[config.mk]
export PLATFORM = sky130hd
export DESIGN_NAME = ib_lut_update_ctrl_flat
export DESIGN_NICKNAME = d
export VERILOG_FILES = /design/src/rtl/ib_lut_update_ctrl_if.sv /design/src/rtl/ib_lut_update_ctrl.sv /design/src/flat_wrapper.sv
export SDC_FILE = /design/constraint.sdc
export NUM_CORES = 1
export LEC_CHECK = 0
export BUFFER_PORTS_ARGS = -buffer_cell sky130_fd_sc_hd__buf_2
export CAP_MARGIN = 20
export CORE_UTILIZATION = 57
export CTS_BUF_LIST = sky130_fd_sc_hd__clkbuf_4
export DETAILED_ROUTE_END_ITERATION = 8
export GPL_TIMING_DRIVEN = 0
export PLACE_DENSITY_LB_ADDON = 0.12
export SLEW_MARGIN = 10
export SYNTH_ARGS = -nofsm -noshare
export SYNTH_HDL_FRONTEND = slang
export SYNTH_SLANG_ARGS = --single-unit
export TNS_END_PERCENT = 5
[constraint.sdc]
create_clock -name write_clk -period 3.1 [get_ports write_clk]
set_input_delay 0.31 -clock write_clk [delete_from_list [all_inputs] [get_ports write_clk]]
set_output_delay 0.31 -clock write_clk [all_outputs]
set_load 0.1 [all_outputs]
[src/rtl/ib_lut_update_ctrl_if.sv]
// LUT source stream handshake for ib_lut_update_ctrl.
// master = LUT source, slave = update controller.
interface ib_lut_update_ctrl_if #(
  parameter int DATA_W = 6
) ();
  logic              src_valid;
  logic [DATA_W-1:0] src_data;
  logic              src_ready;

  modport master (
    output src_valid,
    output src_data,
    input  src_ready
  );

  modport slave (
    input  src_valid,
    input  src_data,
    output src_ready
  );
endinterface

[src/rtl/ib_lut_update_ctrl.sv]
// IB-VNU LUT reload sequencer for the two-page, dual-replicate LUT RAM.
// Optional: define IB_LUT_STALL_CNT_EN to add the stall_cycles counter.
module ib_lut_update_ctrl #(
  parameter int QUAN_SIZE     = 3,
  parameter int ENTRY_ADDR    = 5,
  parameter int LUT_PORT_SIZE = 3,
  parameter int BANK_NUM      = 1,
  parameter int ITER_MAX      = 8,
  parameter int ITER_W        = $clog2(ITER_MAX + 1)
) (
  input  logic                              write_clk,
  input  logic                              rstn,
  input  logic                              start,
  ib_lut_update_ctrl_if.slave               src,
  input  logic                              iter_done,
  output logic                              read_addr_offset,
  output logic                              lut_ready,
  output logic                              dp_stall,
  output logic [ENTRY_ADDR-1:0]             page_addr_ram_replicate_0,
  output logic [ENTRY_ADDR-1:0]             page_addr_ram_replicate_1,
  output logic [LUT_PORT_SIZE*BANK_NUM-1:0] ram_write_data_0,
  output logic [LUT_PORT_SIZE*BANK_NUM-1:0] ram_write_data_1,
  output logic                              ib_ram_we,
  output logic [ITER_W-1:0]                 iter_cnt,
  output logic                              busy,
  output logic                              done
`ifdef IB_LUT_STALL_CNT_EN
  ,
  output logic [15:0]                       stall_cycles
`endif
);

  localparam int LW = LUT_PORT_SIZE * BANK_NUM;
  localparam int BW = ENTRY_ADDR - 2;
  localparam logic [ITER_W-1:0] ITER_LAST = ITER_W'(ITER_MAX - 1);

  typedef enum logic [2:0] {
    IDLE,
    PRELOAD,
    LOAD,
    WAIT_SWAP,
    LAST
  } state_t;

  state_t          state;
  logic [BW-1:0]   beat;
  logic            pending;
  logic            accept;
  logic            last_beat;
  logic [ITER_W-1:0] iter_nxt;

  assign src.src_ready = (state == PRELOAD) || (state == LOAD);
  assign accept        = src.src_valid & src.src_ready;
  assign last_beat     = accept && (beat == '1);
  assign iter_nxt      = iter_cnt + ITER_W'(1);
  assign busy          = (state != IDLE);
  assign dp_stall      = pending;

  // Register accepted beats into the page not being read.
  always_ff @(posedge write_clk) begin
    if (!rstn) begin
      ib_ram_we                 <= 1'b0;
      page_addr_ram_replicate_0 <= '0;
      page_addr_ram_replicate_1 <= '0;
      ram_write_data_0          <= '0;
      ram_write_data_1          <= '0;
      beat                      <= '0;
    end else begin
      ib_ram_we <= accept;
      if (accept) begin
        page_addr_ram_replicate_0 <= {~read_addr_offset, beat, 1'b0};
        page_addr_ram_replicate_1 <= {~read_addr_offset, beat, 1'b1};
        ram_write_data_0          <= src.src_data[LW-1:0];
        ram_write_data_1          <= src.src_data[2*LW-1:LW];
        beat                      <= beat + BW'(1);
      end
    end
  end

  // Frame-group sequencing and page swaps at iteration boundaries.
  always_ff @(posedge write_clk) begin
    if (!rstn) begin
      state            <= IDLE;
      read_addr_offset <= 1'b0;
      lut_ready        <= 1'b0;
      pending          <= 1'b0;
      iter_cnt         <= '0;
      done             <= 1'b0;
    end else begin
      done <= 1'b0;
      unique case (state)
        IDLE: begin
          if (start) state <= PRELOAD;
        end
        PRELOAD: begin
          if (last_beat) begin
            read_addr_offset <= ~read_addr_offset;
            lut_ready        <= 1'b1;
            iter_cnt         <= '0;
            state            <= (ITER_MAX == 1) ? LAST : LOAD;
          end
        end
        LOAD: begin
          if (last_beat) begin
            if (pending || iter_done) begin
              read_addr_offset <= ~read_addr_offset;
              iter_cnt         <= iter_nxt;
              pending          <= 1'b0;
              state            <= (iter_nxt == ITER_LAST) ? LAST : LOAD;
            end else begin
              state <= WAIT_SWAP;
            end
          end else if (iter_done) begin
            pending <= 1'b1;
          end
        end
        WAIT_SWAP: begin
          if (iter_done) begin
            read_addr_offset <= ~read_addr_offset;
            iter_cnt         <= iter_nxt;
            state            <= (iter_nxt == ITER_LAST) ? LAST : LOAD;
          end
        end
        LAST: begin
          if (iter_done) begin
            done      <= 1'b1;
            lut_ready <= 1'b0;
            state     <= IDLE;
          end
        end
        default: state <= IDLE;
      endcase
    end
  end

`ifdef IB_LUT_STALL_CNT_EN
  // Saturating count of stalled cycles, cleared when a group starts.
  always_ff @(posedge write_clk) begin
    if (!rstn) begin
      stall_cycles <= '0;
    end else if ((state == IDLE) && start) begin
      stall_cycles <= '0;
    end else if (pending && (stall_cycles != 16'hFFFF)) begin
      stall_cycles <= stall_cycles + 16'd1;
    end
  end
`endif

endmodule

[src/flat_wrapper.sv]
// flat-port wrapper written by rule: the top's interface ports become plain ports
module ib_lut_update_ctrl_flat 
#(
  parameter int QUAN_SIZE     = 3,
  parameter int ENTRY_ADDR    = 5,
  parameter int LUT_PORT_SIZE = 3,
  parameter int BANK_NUM      = 1,
  parameter int ITER_MAX      = 8,
  parameter int ITER_W        = $clog2(ITER_MAX + 1)
)
  (write_clk, rstn, start, iter_done, read_addr_offset, lut_ready, dp_stall, page_addr_ram_replicate_0, page_addr_ram_replicate_1, ram_write_data_0, ram_write_data_1, ib_ram_we, iter_cnt, busy, done, src_src_valid, src_src_data, src_src_ready);
  ib_lut_update_ctrl_if #(.DATA_W(6)) src_i ();
  input  logic write_clk;
  input  logic rstn;
  input  logic start;
  input  logic iter_done;
  output logic read_addr_offset;
  output logic lut_ready;
  output logic dp_stall;
  output logic [ENTRY_ADDR-1:0] page_addr_ram_replicate_0;
  output logic [ENTRY_ADDR-1:0] page_addr_ram_replicate_1;
  output logic [LUT_PORT_SIZE*BANK_NUM-1:0] ram_write_data_0;
  output logic [LUT_PORT_SIZE*BANK_NUM-1:0] ram_write_data_1;
  output logic ib_ram_we;
  output logic [ITER_W-1:0] iter_cnt;
  output logic busy;
  output logic done;
  input wire logic [$bits(src_i.src_valid)-1:0] src_src_valid;
  input wire logic [$bits(src_i.src_data)-1:0] src_src_data;
  output wire logic [$bits(src_i.src_ready)-1:0] src_src_ready;
  assign src_i.src_valid = src_src_valid;
  assign src_i.src_data = src_src_data;
  assign src_src_ready = src_i.src_ready;
  ib_lut_update_ctrl #(.QUAN_SIZE(QUAN_SIZE), .ENTRY_ADDR(ENTRY_ADDR), .LUT_PORT_SIZE(LUT_PORT_SIZE), .BANK_NUM(BANK_NUM), .ITER_MAX(ITER_MAX), .ITER_W(ITER_W)) u_core (.write_clk(write_clk), .rstn(rstn), .start(start), .src(src_i), .iter_done(iter_done), .read_addr_offset(read_addr_offset), .lut_ready(lut_ready), .dp_stall(dp_stall), .page_addr_ram_replicate_0(page_addr_ram_replicate_0), .page_addr_ram_replicate_1(page_addr_ram_replicate_1), .ram_write_data_0(ram_write_data_0), .ram_write_data_1(ram_write_data_1), .ib_ram_we(ib_ram_we), .iter_cnt(iter_cnt), .busy(busy), .done(done));
endmodule
==> load_flow_metrics.sql <==
INSERT INTO impl_metrics (metric_group, metric, value, unit) VALUES
('outcome', 'run_status', 'completed', ''),
('clock_tree', 'post-cts-setup-buffers', '0', ''),
('finish', 'fill_cells', '168', ''),
('finish', 'layout-drive-gt1-share', '30.27', '%'),
('critical_path', 'critical_path.reg2reg.endpoint', 'u_core.iter_cnt[3]$_SDFFE_PN0P_', ''),
('critical_path', 'critical_path_required', '2.79', 'ns'),
('hold_path', 'hold_path.class', 'input port to flip-flop', ''),
('synthesis', 'synth.cell_area', '0.001319', 'mm2'),
('global_routing', 'grt_max_degree', '16', ''),
('finish', 'finalNetCount', '201', ''),
('placed_design', 'finalWeightedCongestion', '0.8863', ''),
('sta', 'final_number_of_setup_violating_endpoints', '0', ''),
('global_routing', 'global_route_usage_over_all_layers', '23.92', '%'),
('critical_path', 'r2r_slack', '1.29', 'ns'),
('pwr', 'leakage', '0.7189', 'nW'),
('finish', 'antenna_cells_inserted', '0', ''),
('clock_tree', 'ctsHtreeMaxLevel', '1', ''),
('synthesis', 'postSynth.asyncResetShare', '0', '%'),
('critical_path', 'critical_path.startpoint', 'u_core.state[1]$_SDFFE_PN0P_', ''),
('clock_tree', 'tritoncts.num_buffers', '3', ''),
('pwr', 'fin_total_pwr', '712.8', 'uW'),
('sta', 'finalHoldWorstSlack', '0.2179', 'ns'),
('clock_tree', 'tritoncts', 'built', ''),
('synthesis', 'cell_type_with_the_largest_total_area_after_synthesis', 'sky130_fd_sc_hd__dfxtp_1', ''),
('routing', 'drt_pass1_iterations', '4', ''),
('clock_tree', 'cts-root-to-sink-buffers', '2', ''),
('sta', 'min_period_over_period', '66.21', '%'),
('critical_path', 'critical_path_sink_type', 'primary output', ''),
('critical_path', 'critical_path_class', 'flip-flop to primary output', ''),
('synthesis', 'most_common_library_cells_after_synthesis', '26 x sky130_fd_sc_hd__dfxtp_1, 17 x sky130_fd_sc_hd__nor2_1, 15 x sky130_fd_sc_hd__mux2i_1, 8 x sky130_fd_sc_hd__nand2_1, 8 x sky130_fd_sc_hd__nand3_1', ''),
('critical_path', 'startpoint_of_the_most_critical_register_to_register_path', 'u_core.beat[0]$_SDFFE_PN0P_', ''),
('routing', 'remaining_drc_errors', '0', ''),
('synthesis', 'postSynthCellCount', '146', ''),
('sta', 'timing.final.crit_period', '2.052', 'ns'),
('floorplanning', 'dieWidth', '50.10', 'um'),
('clock_tree', 'worst_skew_pair.late_latency', '0.32', 'ns'),
('sta', 'fin_worst_skew', '0.006500', 'ns'),
('sta', 'fmax', '487.2', 'MHz'),
('global_routing', 'grt_pass1_wl', '4547', 'um'),
('finish', 'flow.area_growth_from_synthesis', '19.92', '%'),
('floorplanning', 'core_region', '0.002191', 'mm2'),
('sta', 'total_count_of_max_transition_violations_in_the_final_report', '0', ''),
('pwr', 'powerDensity', '450.7', 'mW/mm2'),
('synthesis', 'ys_top_cells_by_area', 'sky130_fd_sc_hd__dfxtp_1 39%, sky130_fd_sc_hd__mux2i_1 11%, sky130_fd_sc_hd__nor2_1 4.8%, sky130_fd_sc_hd__ha_1 3.8%, sky130_fd_sc_hd__nand3_1 3.0%', ''),
('synthesis', 'synth_seq_cells', '26', ''),
('synthesis', 'synth_sequential_area_ratio', '39.47', '%'),
('placed_design', 'place_hpwl', '2060', 'um'),
('finish', 'post_layout_nonfiller_instances', '213', ''),
('critical_path', 'timing.reg2reg.worst_path_depth', '6', ''),
('floorplanning', 'die_area', '0.002510', 'mm2'),
('synthesis', 'synth_area_per_cell', '9.033', 'um2'),
('routing', 'drt_iter0_markers', '29', ''),
('clock_tree', 'cts_root_buffer', 'sky130_fd_sc_hd__clkbuf_4', ''),
('sta', 'grt_setup_unrepaired', 'false', ''),
('clock_tree', 'hold_buffers', '0', ''),
('synthesis', 'synth.most_common_cell', 'sky130_fd_sc_hd__dfxtp_1', ''),
('floorplanning', 'die_height', '50.10', 'um'),
('critical_path', 'arrival', '1.74', 'ns'),
('clock_tree', 'clock_sink_count', '26', ''),
('floorplanning', 'io_pins', '38', ''),
('synthesis', 'synth_cell_types', '43', ''),
('clock_tree', 'cts.reportedPaths.clkPinSlew', '0.14', 'ns'),
('clock_tree', 'postCtsResizedCells', '0', ''),
('synthesis', 'synth_edf_count', '0', ''),
('global_routing', 'globalRoute.totalOverflow', '0', ''),
('synthesis', 'yosys_warnings', '0', ''),
('sta', 'fin_tns_setup', '0', 'ns'),
('routing', 'routedWlPerCell', '12.87', 'um'),
('routing', 'average_vias_per_placed_instance', '5.352', ''),
('sta', 'final-hold-violation-count', '0', ''),
('floorplanning', 'num_rows', '17', '');
[registers in the layout, summed over array words and instances (netlist names)]
| name | flops |
|---|---|
| u_core.iter_cnt | 4 |
| u_core.page_addr_ram_replicate_1 | 4 |
| u_core.beat | 3 |
| u_core.ram_write_data_0 | 3 |
| u_core.ram_write_data_1 | 3 |
| u_core.state | 3 |
| u_core.done | 1 |
| u_core.dp_stall | 1 |
| u_core.ib_ram_we | 1 |
| u_core.lut_ready | 1 |
| u_core.page_addr_ram_replicate_0 | 1 |
| u_core.read_addr_offset | 1 |
[cell type report]
class | count | area (um2) | area share, %
Inverter | 6 | 22.52 | 1.424
Timing Repair Buffer | 35 | 175.2 | 11.08
Sequential cell | 26 | 520.5 | 32.91
Tap cell | 28 | 35.03 | 2.215
Buffer | 14 | 106.4 | 6.725
Clock inverter | 1 | 30.03 | 1.899
Multi-Input combinational cell | 100 | 669.4 | 42.33
Clock buffer | 3 | 22.52 | 1.424
[layout by cell type (no fill, tap or decap), types with 2 or more instances in the layout]
cell                       Yosys  layout
sky130_fd_sc_hd__nand2_1       8       8
sky130_fd_sc_hd__dfxtp_1      26      26
sky130_fd_sc_hd__nor3_1        4       4
sky130_fd_sc_hd__ha_1          4       4
sky130_fd_sc_hd__buf_6         2       2
sky130_fd_sc_hd__and3_1        2       2
sky130_fd_sc_hd__o21ai_0       4       4
sky130_fd_sc_hd__mux2i_1      15      15
sky130_fd_sc_hd__buf_4         5       5
sky130_fd_sc_hd__inv_1         6       6
sky130_fd_sc_hd__nor2b_1       4       4
sky130_fd_sc_hd__a21oi_1       6       6
sky130_fd_sc_hd__nor2_1       17      17
sky130_fd_sc_hd__nand3_1       8       8
sky130_fd_sc_hd__nor3b_1       2       2
sky130_fd_sc_hd__clkbuf_4      0       3
sky130_fd_sc_hd__buf_2         3      38
sky130_fd_sc_hd__nand2b_1      2       2
sky130_fd_sc_hd__clkbuf_1      3       3
[worst max-delay path: stages (launching register included)]
cell and delay (ns):
sky130_fd_sc_hd__dfxtp_1 0.42, sky130_fd_sc_hd__buf_2 0.22, sky130_fd_sc_hd__buf_2 0.24, sky130_fd_sc_hd__nor2_1 0.08, sky130_fd_sc_hd__nand2_1 0.06, sky130_fd_sc_hd__buf_2 0.41
[stage by stage]
step | worst slack (ns) | instance area [um2] | util, %
CTS | 1.037 | 1582 | 72.19
finish | 1.048 | 1582 | 72.19
global route | 0.9257 | 1582 | 72.19
detailed placement | 1.350 | 1529 | 69.79
global placement | 1.358 | 1529 | 69.79
floorplan | 0.9274 | 1319 | -
[worst min path at each step]
stage                                                     start                                          endpoint  slack (ns)  cells past startpoint
4_1_cts                                         src_src_data[5]           u_core.ram_write_data_1[2]$_SDFFE_PN0P_        0.22                      3
3_5_place_dp   u_core.page_addr_ram_replicate_1[0]$_SDFFE_PN0P_  u_core.page_addr_ram_replicate_1[0]$_SDFFE_PN0P_        0.47                      2
2_1_floorplan                                         iter_done                      u_core.state[2]$_SDFFE_PN0P_        0.42                      1
3_3_place_gp   u_core.page_addr_ram_replicate_1[0]$_SDFFE_PN0P_  u_core.page_addr_ram_replicate_1[0]$_SDFFE_PN0P_        0.45                      2
5_1_grt                                         src_src_data[5]           u_core.ram_write_data_1[2]$_SDFFE_PN0P_        0.23                      3
6_report                                        src_src_data[5]           u_core.ram_write_data_1[2]$_SDFFE_PN0P_        0.22                      3
[per-layer routing]
layer  part of all wire (%)  routed length, um  vias to the layer above  global-route usage [%]
met4                    1.1                 29                        0                   11.90
met2                     52               1428                       35                   41.33
met3                    3.7                101                        6                   4.938
met1                     43               1183                      524                   27.41
li1                       -                  -                      575                       -
met5                      0                  0                        -                       0
[where the power goes]
group | leakage [nW] | total, mW | internal (mW) | switching (mW)
Combinational | 0.480 | 0.132 | 0.0324 | 0.0997
Clock | 0.0279 | 0.234 | 0.131 | 0.103
Sequential | 0.211 | 0.347 | 0.342 | 0.00421
[cells by family (layout without fill, tap and decap cells)]
group | Yosys count | after routing | synth area share [%]
XOR/XNOR | 2 | 2 | 1.898
other | 1 | 1 | 0.2844
adder cells (fa/ha/maj) | 4 | 4 | 3.795
buffers and inverters | 20 | 59 | 9.772
multiplexers | 15 | 15 | 11.38
AND/OR/NAND/NOR | 56 | 56 | 22.01
AO/OA/AOI/OAI | 22 | 22 | 11.39
flip-flops | 26 | 26 | 39.47
No activity file was read; power rests on OpenSTA's default activity.
